<file path="src/rtl/trivium_pkg.sv">
// Shared types and constants for the Trivium-style stream engine: FSM states,
// LFSR init values, seed mask byte and the feedback tap masks (all taps below bit 64).
package trivium_pkg;

  typedef enum logic [2:0] {
    ST_IDLE,
    ST_WARMUP,
    ST_READY,
    ST_GEN,
    ST_OUT
  } state_e;

  localparam logic [63:0] INIT_S1 = 64'h23A2B;
  localparam logic [63:0] INIT_S2 = 64'h2A892;
  localparam logic [63:0] INIT_S3 = 64'hF4511;

  localparam logic [7:0] SEED_MASK_BYTE = 8'hA5;

  // Tap masks: FB<n>_S<m> selects the bits of s<m> feeding the feedback of s<n>
  localparam logic [63:0] FB1_S1 = (64'd1 << 5) | (64'd1 << 31);
  localparam logic [63:0] FB1_S2 = (64'd1 << 0) | (64'd1 << 7) | (64'd1 << 47);
  localparam logic [63:0] FB1_S3 = (64'd1 << 1) | (64'd1 << 13) | (64'd1 << 60);
  localparam logic [63:0] FB2_S1 = (64'd1 << 1) | (64'd1 << 23);
  localparam logic [63:0] FB2_S2 = (64'd1 << 2);
  localparam logic [63:0] FB2_S3 = (64'd1 << 3) | (64'd1 << 19);
  localparam logic [63:0] FB3_S1 = (64'd1 << 5) | (64'd1 << 17) | (64'd1 << 10);
  localparam logic [63:0] FB3_S2 = (64'd1 << 2) | (64'd1 << 29) | (64'd1 << 40);
  localparam logic [63:0] FB3_S3 = (64'd1 << 4) | (64'd1 << 63);

  // Output flag vector {seed_ready, in_ready, out_valid, busy} for a state
  function automatic logic [3:0] state_flags(state_e s);
    return {s == ST_IDLE, s == ST_READY, s == ST_OUT, s != ST_IDLE};
  endfunction

endpackage

</file>
<file path="src/rtl/trivium_lfsr_core.sv">
// Three coupled shift registers producing one keystream bit per step; init beats load beats step.
// z is combinational from the current (pre-step) register state.
module trivium_lfsr_core
  import trivium_pkg::*;
#(
  parameter int LFSR_LEN = 64,
  parameter int SEED_W   = 16
) (
  input  logic              clk,
  input  logic              init,
  input  logic              load,
  input  logic [SEED_W-1:0] seed,
  input  logic              step,
  output logic              z
);

  logic [LFSR_LEN-1:0] r_s1, r_s2, r_s3;
  logic [SEED_W-1:0]   w_rev, w_mask;
  logic                w_fb1, w_fb2, w_fb3;

  always_comb begin
    for (int i = 0; i < SEED_W; i++) begin
      w_rev[i]  = seed[SEED_W-1-i];
      w_mask[i] = SEED_MASK_BYTE[i % 8];
    end
  end

  always_comb begin
    w_fb1 = (^(r_s1[63:0] & FB1_S1)) ^ (^(r_s2[63:0] & FB1_S2)) ^ (^(r_s3[63:0] & FB1_S3));
    w_fb2 = (^(r_s1[63:0] & FB2_S1)) ^ (^(r_s2[63:0] & FB2_S2)) ^ (^(r_s3[63:0] & FB2_S3));
    w_fb3 = (^(r_s1[63:0] & FB3_S1)) ^ (^(r_s2[63:0] & FB3_S2)) ^ (^(r_s3[63:0] & FB3_S3));
  end

  assign z = r_s1[0] ^ r_s2[0] ^ r_s3[0];

  always_ff @(posedge clk) begin
    if (init) begin
      r_s1 <= LFSR_LEN'(INIT_S1);
      r_s2 <= LFSR_LEN'(INIT_S2);
      r_s3 <= LFSR_LEN'(INIT_S3);
    end else if (load) begin
      r_s1 <= LFSR_LEN'(seed);
      r_s2 <= LFSR_LEN'(w_rev);
      r_s3 <= LFSR_LEN'(seed ^ w_mask);
    end else if (step) begin
      r_s1 <= (r_s1 << 1) | LFSR_LEN'(w_fb1);
      r_s2 <= (r_s2 << 1) | LFSR_LEN'(w_fb2);
      r_s3 <= (r_s3 << 1) | LFSR_LEN'(w_fb3);
    end
  end

endmodule

</file>
<file path="src/rtl/trivium_stream_engine.sv">
// Seeded stream cipher engine: XORs a DATA_W-bit keystream word onto each accepted word.
// out_valid DATA_W cycles after input accept; OUT holds data and keystream until out_ready.
module trivium_stream_engine
  import trivium_pkg::*;
#(
  parameter int DATA_W     = 8,
  parameter int LFSR_LEN   = 64,
  parameter int SEED_W     = 16,
  parameter int WARMUP_CYC = 128
) (
  input  logic              clk,
  input  logic              rst,
  input  logic              seed_valid,
  input  logic [SEED_W-1:0] seed_data,
  output logic              seed_ready,
  input  logic              in_valid,
  input  logic [DATA_W-1:0] in_data,
  output logic              in_ready,
  output logic              out_valid,
  output logic [DATA_W-1:0] out_data,
  input  logic              out_ready,
  input  logic              abort,
  output logic              busy
);

  localparam int BCW = (DATA_W > 1) ? $clog2(DATA_W) : 1;
  localparam int WCW = (WARMUP_CYC > 1) ? $clog2(WARMUP_CYC) : 1;

  state_e            r_state;
  logic [3:0]        r_flags;
  logic [WCW-1:0]    r_wcnt;
  logic [BCW-1:0]    r_bcnt;
  logic [DATA_W-1:0] r_ks, r_word, r_out_data;

  logic              w_z, w_step, w_load, w_init;
  logic [DATA_W-1:0] w_ks_nxt;

  assign w_init   = rst | abort;
  assign w_load   = (r_state == ST_IDLE) & seed_valid;
  assign w_step   = (r_state == ST_WARMUP) | (r_state == ST_GEN);
  // Earliest keystream bit ends up in the MSB of the word
  assign w_ks_nxt = (r_ks << 1) | DATA_W'(w_z);

  trivium_lfsr_core #(
    .LFSR_LEN(LFSR_LEN),
    .SEED_W  (SEED_W)
  ) u_core (
    .clk (clk),
    .init(w_init),
    .load(w_load),
    .seed(seed_data),
    .step(w_step),
    .z   (w_z)
  );

  always_ff @(posedge clk) begin
    if (rst) begin
      r_state    <= ST_IDLE;
      r_flags    <= state_flags(ST_IDLE);
      r_wcnt     <= '0;
      r_bcnt     <= '0;
      r_ks       <= '0;
      r_word     <= '0;
      r_out_data <= '0;
    end else if (abort) begin
      r_state <= ST_IDLE;
      r_flags <= state_flags(ST_IDLE);
    end else begin
      case (r_state)
        ST_IDLE: if (seed_valid) begin
          r_wcnt <= '0;
          if (WARMUP_CYC == 0) begin
            r_state <= ST_READY;
            r_flags <= state_flags(ST_READY);
          end else begin
            r_state <= ST_WARMUP;
            r_flags <= state_flags(ST_WARMUP);
          end
        end
        ST_WARMUP: begin
          if (r_wcnt == WCW'(WARMUP_CYC - 1)) begin
            r_state <= ST_READY;
            r_flags <= state_flags(ST_READY);
          end else begin
            r_wcnt <= r_wcnt + WCW'(1);
          end
        end
        ST_READY: if (in_valid) begin
          r_word  <= in_data;
          r_ks    <= '0;
          r_bcnt  <= '0;
          r_state <= ST_GEN;
          r_flags <= state_flags(ST_GEN);
        end
        ST_GEN: begin
          r_ks <= w_ks_nxt;
          if (r_bcnt == BCW'(DATA_W - 1)) begin
            r_out_data <= r_word ^ w_ks_nxt;
            r_state    <= ST_OUT;
            r_flags    <= state_flags(ST_OUT);
          end else begin
            r_bcnt <= r_bcnt + BCW'(1);
          end
        end
        ST_OUT: if (out_ready) begin
          r_state <= ST_READY;
          r_flags <= state_flags(ST_READY);
        end
        default: begin
          r_state <= ST_IDLE;
          r_flags <= state_flags(ST_IDLE);
        end
      endcase
    end
  end

  assign {seed_ready, in_ready, out_valid, busy} = r_flags;
  assign out_data = r_out_data;

endmodule
</file>
<file path="config.mk">
export PLATFORM = sky130hd
export DESIGN_NAME = trivium_stream_engine
export DESIGN_NICKNAME = d
export VERILOG_FILES = /design/src/rtl/trivium_pkg.sv /design/src/rtl/trivium_lfsr_core.sv /design/src/rtl/trivium_stream_engine.sv
export SDC_FILE = /design/constraint.sdc
export NUM_CORES = 1
export LEC_CHECK = 0
export ABC_AREA = 1
export CELL_PAD_IN_SITES_DETAIL_PLACEMENT = 1
export CELL_PAD_IN_SITES_GLOBAL_PLACEMENT = 1
export CORE_MARGIN = 2
export CORE_UTILIZATION = 39
export CTS_CLUSTER_SIZE = 20
export DETAILED_ROUTE_END_ITERATION = 10
export HOLD_SLACK_MARGIN = 0.03
export PLACE_DENSITY_LB_ADDON = 0.2
export REMOVE_ABC_BUFFERS = 1
export SYNTH_ARGS = -nofsm -noshare
export SYNTH_HDL_FRONTEND = slang
export SYNTH_SLANG_ARGS = --single-unit
</file>
<file path="constraint.sdc">
create_clock -name clk -period 1.4 [get_ports clk]
set_input_delay 0.14 -clock clk [delete_from_list [all_inputs] [get_ports clk]]
set_output_delay 0.14 -clock clk [all_outputs]
set_load 0.02 [all_outputs]
</file>
==> metrics <==
syn_area_per_cell 7.539 um^2; time the final worst path needs with I/O delays and setup 1.581 ns; Pre-antenna DRT Iters 8; vias in the first global route 6,388; setup repair after global routing missed its margin true; Crit path buffers/inverters 1; Setup Viol. Count Final 29; type of the worst setup path reg -> reg; count of fill cells added during filler insertion 2,215; max cap viols 0; xor/xnor share of the synthesized area 2.062%; CTS tree yes; horizontal die dimension 140.1 um; detailed placement HPWL 11,560 um; final max-slew violation count 0; cell area after technology mapping 0.007222 mm^2; slew at the pin closest to its max-slew limit 0.3177 ns; I/O pins 42; Slowest cell on crit path dfxtp_2; share of post-route cells with drive strength above 1 17.00%; power per cell area 1221 mW/mm^2; remaining global-route overflow 0; count of vias placed by the detailed router 6,436; maximum vdd ir drop 875.5 uV; signal arrival time at the worst endpoint 1.89 ns; number of remaining DRC errors 7; Core Box Area 0.01809 mm^2; post-synthesis mux area share 0%; sequential-to-total area share from yosys stat 50.73%; area fraction in compound gates after synthesis 14.12%; count of routing violations after the opening detailed-route iteration 309; number of CTS-inserted buffers 17; row count 49; cell family contributing the most delay on the critical path simple AND/OR/NAND/NOR gates; Post-Synth Simple-Gate Area 26.33%; EDFF count, synth 0; element type at the critical path start register; count of unique library cells instantiated by Yosys 38; buffer type at the clock tree root clkbuf_16; clock-pin slew reported for the worst setup and hold paths after clock tree synthesis 0.07 ns; status finished with violations; worst slack after detailed placement -0.2008 ns; Area Overhead vs Synth 28.47%; wire length of the first global-routing pass 30,300 um; critical path fanouts, max 4; maximum root-to-sink buffer count 2; fin crit share 112.9%; initial core utilization 39.93%; area of the multi-input gates 0.003259 mm^2; vertical extent of the die 140.1 um; synthesis-stage register bit count 183; GR Util All Layers 18.81%; Die Outline Area 0.01962 mm^2; violations in the final reports DRC, setup timing; number of clock sinks 183; critical path required time 1.71 ns; fraction of synthesis flops using an asynchronous set or reset pin 0%; cell-by-cell listing of the critical path ha_4 > ha_4 > inv_2 > nand2_2 > nand2_4 > nor2_4 > nand2_4 > o21ai_0 > nor2_1; final worst clock skew 0.009628 ns; Hold Crit Class in -> reg; least setup slack across all paths after layout -0.1810 ns; hold-critical path depth 3; leakage power summed over all cells 3.525 nW; number of buffer cells added on primary ports 41; R2R depth 9; post-route worst hold slack 0.2983 ns; weighted congestion at the end of routability-driven global placement 0.7597; highest attainable clock frequency 632.5 MHz; number of nets in the final layout 1,081; count of cell instances traversed by the critical path 9; largest net degree at the start of global routing 46; Yosys Warn Count 0; top flip-flop cell by instance count after synthesis dfxtp_1; Sequential cell area 0.003675 mm^2; total length of routed wires 19,160 um; number of hold buffers added after CTS 0; antenna violations before repair 0; DR vias/cell 4.997; adder-cell area share of the yosys netlist 0.5198%; detailed-route wire length per cell 14.88 um; number of hold-slack violations in the final timing report 0; worst slew margin relative to its limit 78.59%; slowest stage delay, CP 0.35 ns; Antenna Violating Nets Remaining 0; insertion delay to the later sink of the worst-skew pair 0.43 ns; H-tree depth 4; Mapped Cells 958; Ant. Diodes 0; main combinational cell family by area after synthesis simple AND/OR/NAND/NOR gates; kind of end point of the critical path register
==> worst reg2reg max path: cells and delay by family (launching register included) <==
kind / cells / cell delay (ns)
AOI/OAI and AO/OA: 1 / 0.29
adders and majority gates: 2 / 0.27
buffers and inverters: 1 / 0.04
DFF: 1 / 0.35
and+or+nand+nor: 5 / 0.52
==> placed cells by master (no fill, tap or decap), types with 6 or more instances in the layout <==
master / n
nand4_1: 9
buf_4: 54
o211ai_1: 7
nand2_4: 7
xnor2_1: 13
clkbuf_16: 20
a31oi_1: 21
dfxtp_1: 176
o21ai_0: 21
nand2_2: 11
nand2_1: 367
a21oi_2: 7
nor2_1: 33
a21oi_1: 119
inv_1: 35
dlygate4sd2_1: 11
inv_2: 9
clkdlybuf4s50_1: 29
nand3_1: 22
buf_6: 9
dfxtp_2: 6
buf_12: 12
==> Yosys cell counts (9+ instances only) <==
cell type	number	area [um^2]
nand4_1	9	56.30
nand2_1	377	1415
inv_1	39	146.4
clkbuf_1	22	82.58
buf_2	19	95.09
xnor2_1	13	113.9
o21ai_0	23	115.1
a21oi_1	124	620.6
nor2_1	37	138.9
a31oi_1	21	131.4
dfxtp_1	183	3664
nand3_1	23	115.1
==> stage by stage <==
| stage | util (%) | std cells | power, W | area [um^2] | setup TNS (ns) |
|---|---|---|---|---|---|
| finish | 51.30 | 1288 | 0.01133 | 9278 | -0.7589 |
| detailed placement | 46.21 | 1248 | 0.006515 | 8357 | -13.41 |
| floorplan | - | 908 | 0.005980 | 6969 | -165.85 |
| global route | 51.30 | 1288 | 0.01177 | 9278 | -7.034 |
| CTS | 49.79 | 1279 | 0.01137 | 9005 | -0.001898 |
| global placement | 46.21 | 1248 | 0.006498 | 8357 | -11.77 |
==> power by group <==
group | switching [W] | internal [W] | total, W
clock network | 0.00209 | 0.00276 | 0.00485
registers | 0.0000677 | 0.00530 | 0.00537
logic | 0.000653 | 0.000455 | 0.00111
total | 0.00281 | 0.00852 | 0.0113
==> flip-flops by register name, indices dropped and copies added, names as in the netlist <==
register	count
out_data	8
r_bcnt	3
r_flags	4
r_ks	7
r_state	2
r_wcnt	7
r_word	8
u_core.r_s1	32
u_core.r_s2	48
u_core.r_s3	64
==> logic make-up after synthesis <==
logic type | after synthesis
compound gates | 187
xor+xnor | 17
fa+ha+maj | 3
buf+inv | 101
flops | 183
simple gates | 467
==> what timing repair did <==
action                     CTS  global route
pin swaps                    6             8
cloned                       0             3
gates resized for setup     35            47
setup endpoints to repair  114           102
buffers inserted             1             6
==> layout make-up <==
class                   count  share of cell area [%]
flip-flops and latches    183                   39.61
multi-input cells         674                   35.13
repair buffers            121                   13.54
clock buffers              20                   5.030
well taps                 229                   3.088
inverters                  51                   2.320
clock inverters            10                   1.281
==> path summary, 6_finish.rpt <==
check / startpoint / to / slack [ns]
hold / removal: in_data[1] / r_word[1]$_SDFFE_PP0P_ / 0.30
setup reg to reg: r_bcnt[0]$_SDFFE_PP0P_ / r_state[0]$_SDFFE_PP0P_ / -0.18
setup / recovery: r_bcnt[0]$_SDFFE_PP0P_ / r_state[0]$_SDFFE_PP0P_ / -0.18
hold reg to reg: r_flags[0]$_SDFFE_PP0P_ / r_flags[0]$_SDFFE_PP0P_ / 0.45
==> routing by layer <==
layer / part of all wire (%) / global-route usage, %
met5: 0 / 0
met4: 0.91 / 6.220
met3: 2.5 / 3.658
met2: 49 / 31.97
met1: 47 / 24.13
Power figures use the tool's default switching activity.
==> RTL change 1: new RTL, config.mk and constraints unchanged <==
The parameter `DATA_W` goes from 8 to 32.
--- a/src/rtl/trivium_stream_engine.sv
+++ b/src/rtl/trivium_stream_engine.sv
@@ -5,3 +5,3 @@
 #(
-  parameter int DATA_W     = 8,
+  parameter int DATA_W     = 32,
   parameter int LFSR_LEN   = 64,
Interface: changed (resized in_data and out_data); port bits go from 42 to 90. The function was not compared with the original's and may differ.
==> RTL change 1 against the original RTL <==
The run ends with negative setup slack left. Setup slack got worse by 240 ps. Sequential share of layout area fell by 6.1 points. Cell area rose by 66%. Total power rose by 56%. Sequential power rose by 40%. Sequential cell count rose by 74. Largest cell class is now multi-input combinational cells. Critical endpoint is now r_word[8]. Area after synthesis rose by 37%. Wire length rose by 120%.
==> RTL change 1: results (changes against the original RTL) <==
{| class="wikitable"
! Metric !! Value
|-
| Detailed-route wire length per cell || 23.1 µm (was 14.9 µm)
|-
| Synth unique cells || 32 (was 38)
|-
| Post-placement cell count || 1688 (was 1248)
|-
| Number of CTS-inserted buffers || 29 (was 17)
|-
| Final setup viols || 274 (was 29)
|-
| Count of port buffers added during placement || 89 (was 41)
|-
| Slew at the pin with the worst max-slew slack || 666 ps (was 318 ps)
|-
| Post-cts gate resize count || 186 (was 35)
|-
| PnR worst setup slack || -418 ps (was -181 ps)
|-
| Worst min-delay path endpoint || u_core.r_s1[4] (was r_word[1])
|-
| Largest stage delay on the critical path || 460 ps (was 350 ps)
|-
| R2R depth || 6 (was 9)
|-
| Worst Setup Slack post-DPL || -351 ps (was -201 ps)
|-
| Result of the run || finished, violations left (unchanged)
|-
| Largest registers ranked by flip-flop count || u_core.r_s3 x64, u_core.r_s2 x48 (was u_core.r_s3 x64, u_core.r_s2 x48, u_core.r_s1 x32)
|-
| Fraction of final layout cells sized beyond drive strength 1 || 31.6% (was 17.0%)
|-
| Buffers inserted during post-CTS setup optimization || 21 (was 1)
|-
| Maximum fanout count along the critical path || 30 (was 4)
|-
| Vias after detailed routing || 10.2k (was 6436)
|-
| Slowest library cell on the worst path || sky130_fd_sc_hd__o41ai_1 (was sky130_fd_sc_hd__dfxtp_2)
|-
| Global-route total usage across every layer || 25.3% (was 18.8%)
|-
| First-pass GRT wire length || 54100 µm (was 30300 µm)
|-
| Latest clock arrival within the worst-skew pair || 570 ps (was 430 ps)
|-
| Reported leakage power || 5.71 nW (was 3.53 nW)
|-
| Hold Slack || 217 ps (was 298 ps)
|-
| Violations in the final reports || negative setup slack (was design-rule violations, negative setup slack)
|-
| Startpoint of the worst-slack reg-to-reg timing path || r_flags[1] (was r_bcnt[0])
|}
RTL change 1: changes by cell type after synthesis, sizes merged, moves of 22 or more:
cell	unedited run	this run
dfxtp	183	257
o41ai	0	32
xnor2	13	35
nor2	43	126
a22oi	0	30
clkbuf	22	46
RTL change 1: metal layers:
metal  vias up  share of wire, %  global-route usage (%)
li1       4582                 -                       -
met2       359                51                    46.2
met4         0               4.5                    8.41
met5         -                 0                       0
met3       147               4.7                    3.58
met1      5110                40                    30.4
RTL change 1: area by class of cell:
cell class                      count  area (µm²)  share of cell area (%)
Multi-Input combinational cell    870        5430                    35.3
Sequential cell                   257        5160                    33.5
Clock buffer                       44         872                    5.67
Inverter                           50         243                    1.58
Clock inverter                     10         154                    1.00
Tap cell                          330         413                    2.69
Timing Repair Buffer              251        3110                    20.2
RTL change 1: cell families after synthesis:
family,share of synthesized area [%]
adder cells (fa/ha/maj),0.379
buffers and inverters,5.55
flip-flops,51.9
AO/OA/AOI/OAI,16.9
AND/OR/NAND/NOR,21.7
XOR/XNOR,3.53
RTL change 1: worst max path at each step:
stage / startpoint / to / slack [ps] / cells past startpoint
2_1_floorplan: r_flags[1] / u_core.r_s2[0] / -1640 / 6
3_3_place_gp: abort / r_word[8] / -270 / 5
3_5_place_dp: r_bcnt[0] / r_state[1] / -350 / 12
4_1_cts: r_bcnt[0] / r_word[5] / -200 / 12
5_1_grt: r_bcnt[1] / r_word[9] / -450 / 13
6_report: r_flags[1] / r_word[8] / -420 / 6
RTL change 1: power by group:
part	total [mW]	leakage (nW)	internal [mW]	switching [mW]
Combinational	1.92	3.12	0.847	1.07
Clock	8.28	0.510	5.01	3.26
Sequential	7.52	2.08	7.42	0.0975
==> RTL change 2: new RTL, same flow settings <==
Made on the original files. Reset style: asynchronous (`rst`), changed in one clocked block.
--- a/src/rtl/trivium_stream_engine.sv
+++ b/src/rtl/trivium_stream_engine.sv
@@ -55,3 +55,3 @@
 
-  always_ff @(posedge clk) begin
+  always_ff @(posedge clk or posedge rst) begin
     if (rst) begin
Check against the original RTL: differs if rst is asserted again (counterexample within 4 cycles, from zero or initial values and one cycle with rst high); with rst held inactive, the same outputs for 4 cycles.
==> RTL change 2 against the original RTL <==
The flow finishes with violations (negative setup slack). Sequential cell count is the same. Area after synthesis shrank 0.55%. Synthesized cell count shrank 5.2%. Setup slack lost 210 ps. Wire length grew 100%. Via count grew 22%. Count of clock-buffer cells in the layout is the same. Die area shrank 0.54%. Cell area grew 36%. Critical endpoint is now r_bcnt[0]. Largest cell class is now multi-input combinational cells. Highest routed layer unchanged.
Power is not compared: it rests on default switching activity, and its combinational part moved more than twofold at a synthesized area within 25%.
==> RTL change 2: results (changes against the original RTL) <==
{| class="wikitable"
! Metric !! Value
|-
| Standard cell area after detailed placement || 8310 µm² (was 8360 µm²)
|-
| Worst Setup Slack post-DPL || -226 ps (was -201 ps)
|-
| Violations in the final reports || negative setup slack (was design-rule violations, negative setup slack)
|-
| Final setup viols || 183 (was 29)
|-
| Worst setup path startpoint || r_state[1] (was r_bcnt[0])
|-
| Vias after detailed routing || 7858 (was 6436)
|-
| Synth top area cells || sky130_fd_sc_hd__dfxtp_1 40%, sky130_fd_sc_hd__nand2_1 20%, sky130_fd_sc_hd__dfrtp_1 13% (was sky130_fd_sc_hd__dfxtp_1 51%, sky130_fd_sc_hd__nand2_1 20%, sky130_fd_sc_hd__a21oi_1 8.6%)
|-
| Register Area || 3860 µm² (was 3670 µm²)
|-
| Inverters, non-clock || 43 (was 51)
|-
| Routed vias/inst || 5.94 (was 5.00)
|-
| PnR worst setup slack || -396 ps (was -181 ps)
|-
| Clk_skew || 13.7 ps (was 9.63 ps)
|-
| Part of the Yosys area used for sequential elements || 53.7% (was 50.7%)
|-
| Xor and xnor fraction of the mapped netlist area || 2.20% (was 2.06%)
|-
| Critical path destination || r_bcnt[0] (was r_state[0])
|-
| Setup_tns || -35010 ps (was -759 ps)
|-
| Critical path data arrival time || 2160 ps (was 1890 ps)
|-
| Post-cts gate resize count || 118 (was 35)
|-
| Detailed-route wire length per cell || 29.1 µm (was 14.9 µm)
|-
| Post-Route M1 WL || 14400 µm (was 9060 µm)
|-
| Compound-cell area share of the yosys netlist || 12.7% (was 14.1%)
|-
| Total area of multi-input combinational cells || 4900 µm² (was 3260 µm²)
|-
| Post-Syn Area per Cell || 7.91 µm² (was 7.54 µm²)
|-
| Post-placement cell count || 1198 (was 1248)
|-
| Result of the run || finished, violations left (unchanged)
|-
| Multi-input gates || 639 (was 674)
|-
| Synth unique cells || 35 (was 38)
|}
## RTL change 2: cell count changes in the layout (fill, tap and decap cells not counted), sizes merged, moves of 3 or more
cell    unedited run  this run
nor2              43        14
buf               77       126
nand3             24        27
mux2               0         8
o211ai             7         4
dfrtp              0        38
dfxtp            183       144
inv               51        45
clkbuf            24        50
a21oi            126       101
## RTL change 2: tightest hold or removal path, stage by stage
cell,delay [ps]
sky130_fd_sc_hd__clkdlybuf4s50_1,470
sky130_fd_sc_hd__inv_1,110
sky130_fd_sc_hd__buf_4,230
## RTL change 2: logic make-up after synthesis
family,after synthesis
AOI/OAI and AO/OA,167
xor gates and xnor gates,18
adders and majority gates,3
buffers and inverters,88
DFF,183
muxes,8
and+or+nand+nor,441
## RTL change 2: layer usage
layer / vias up / GRT usage, %
met2: 351 / 37.4
li1: 3326 / -
met5: - / 0
met3: 159 / 4.09
met4: 0 / 5.53
met1: 4022 / 28.9
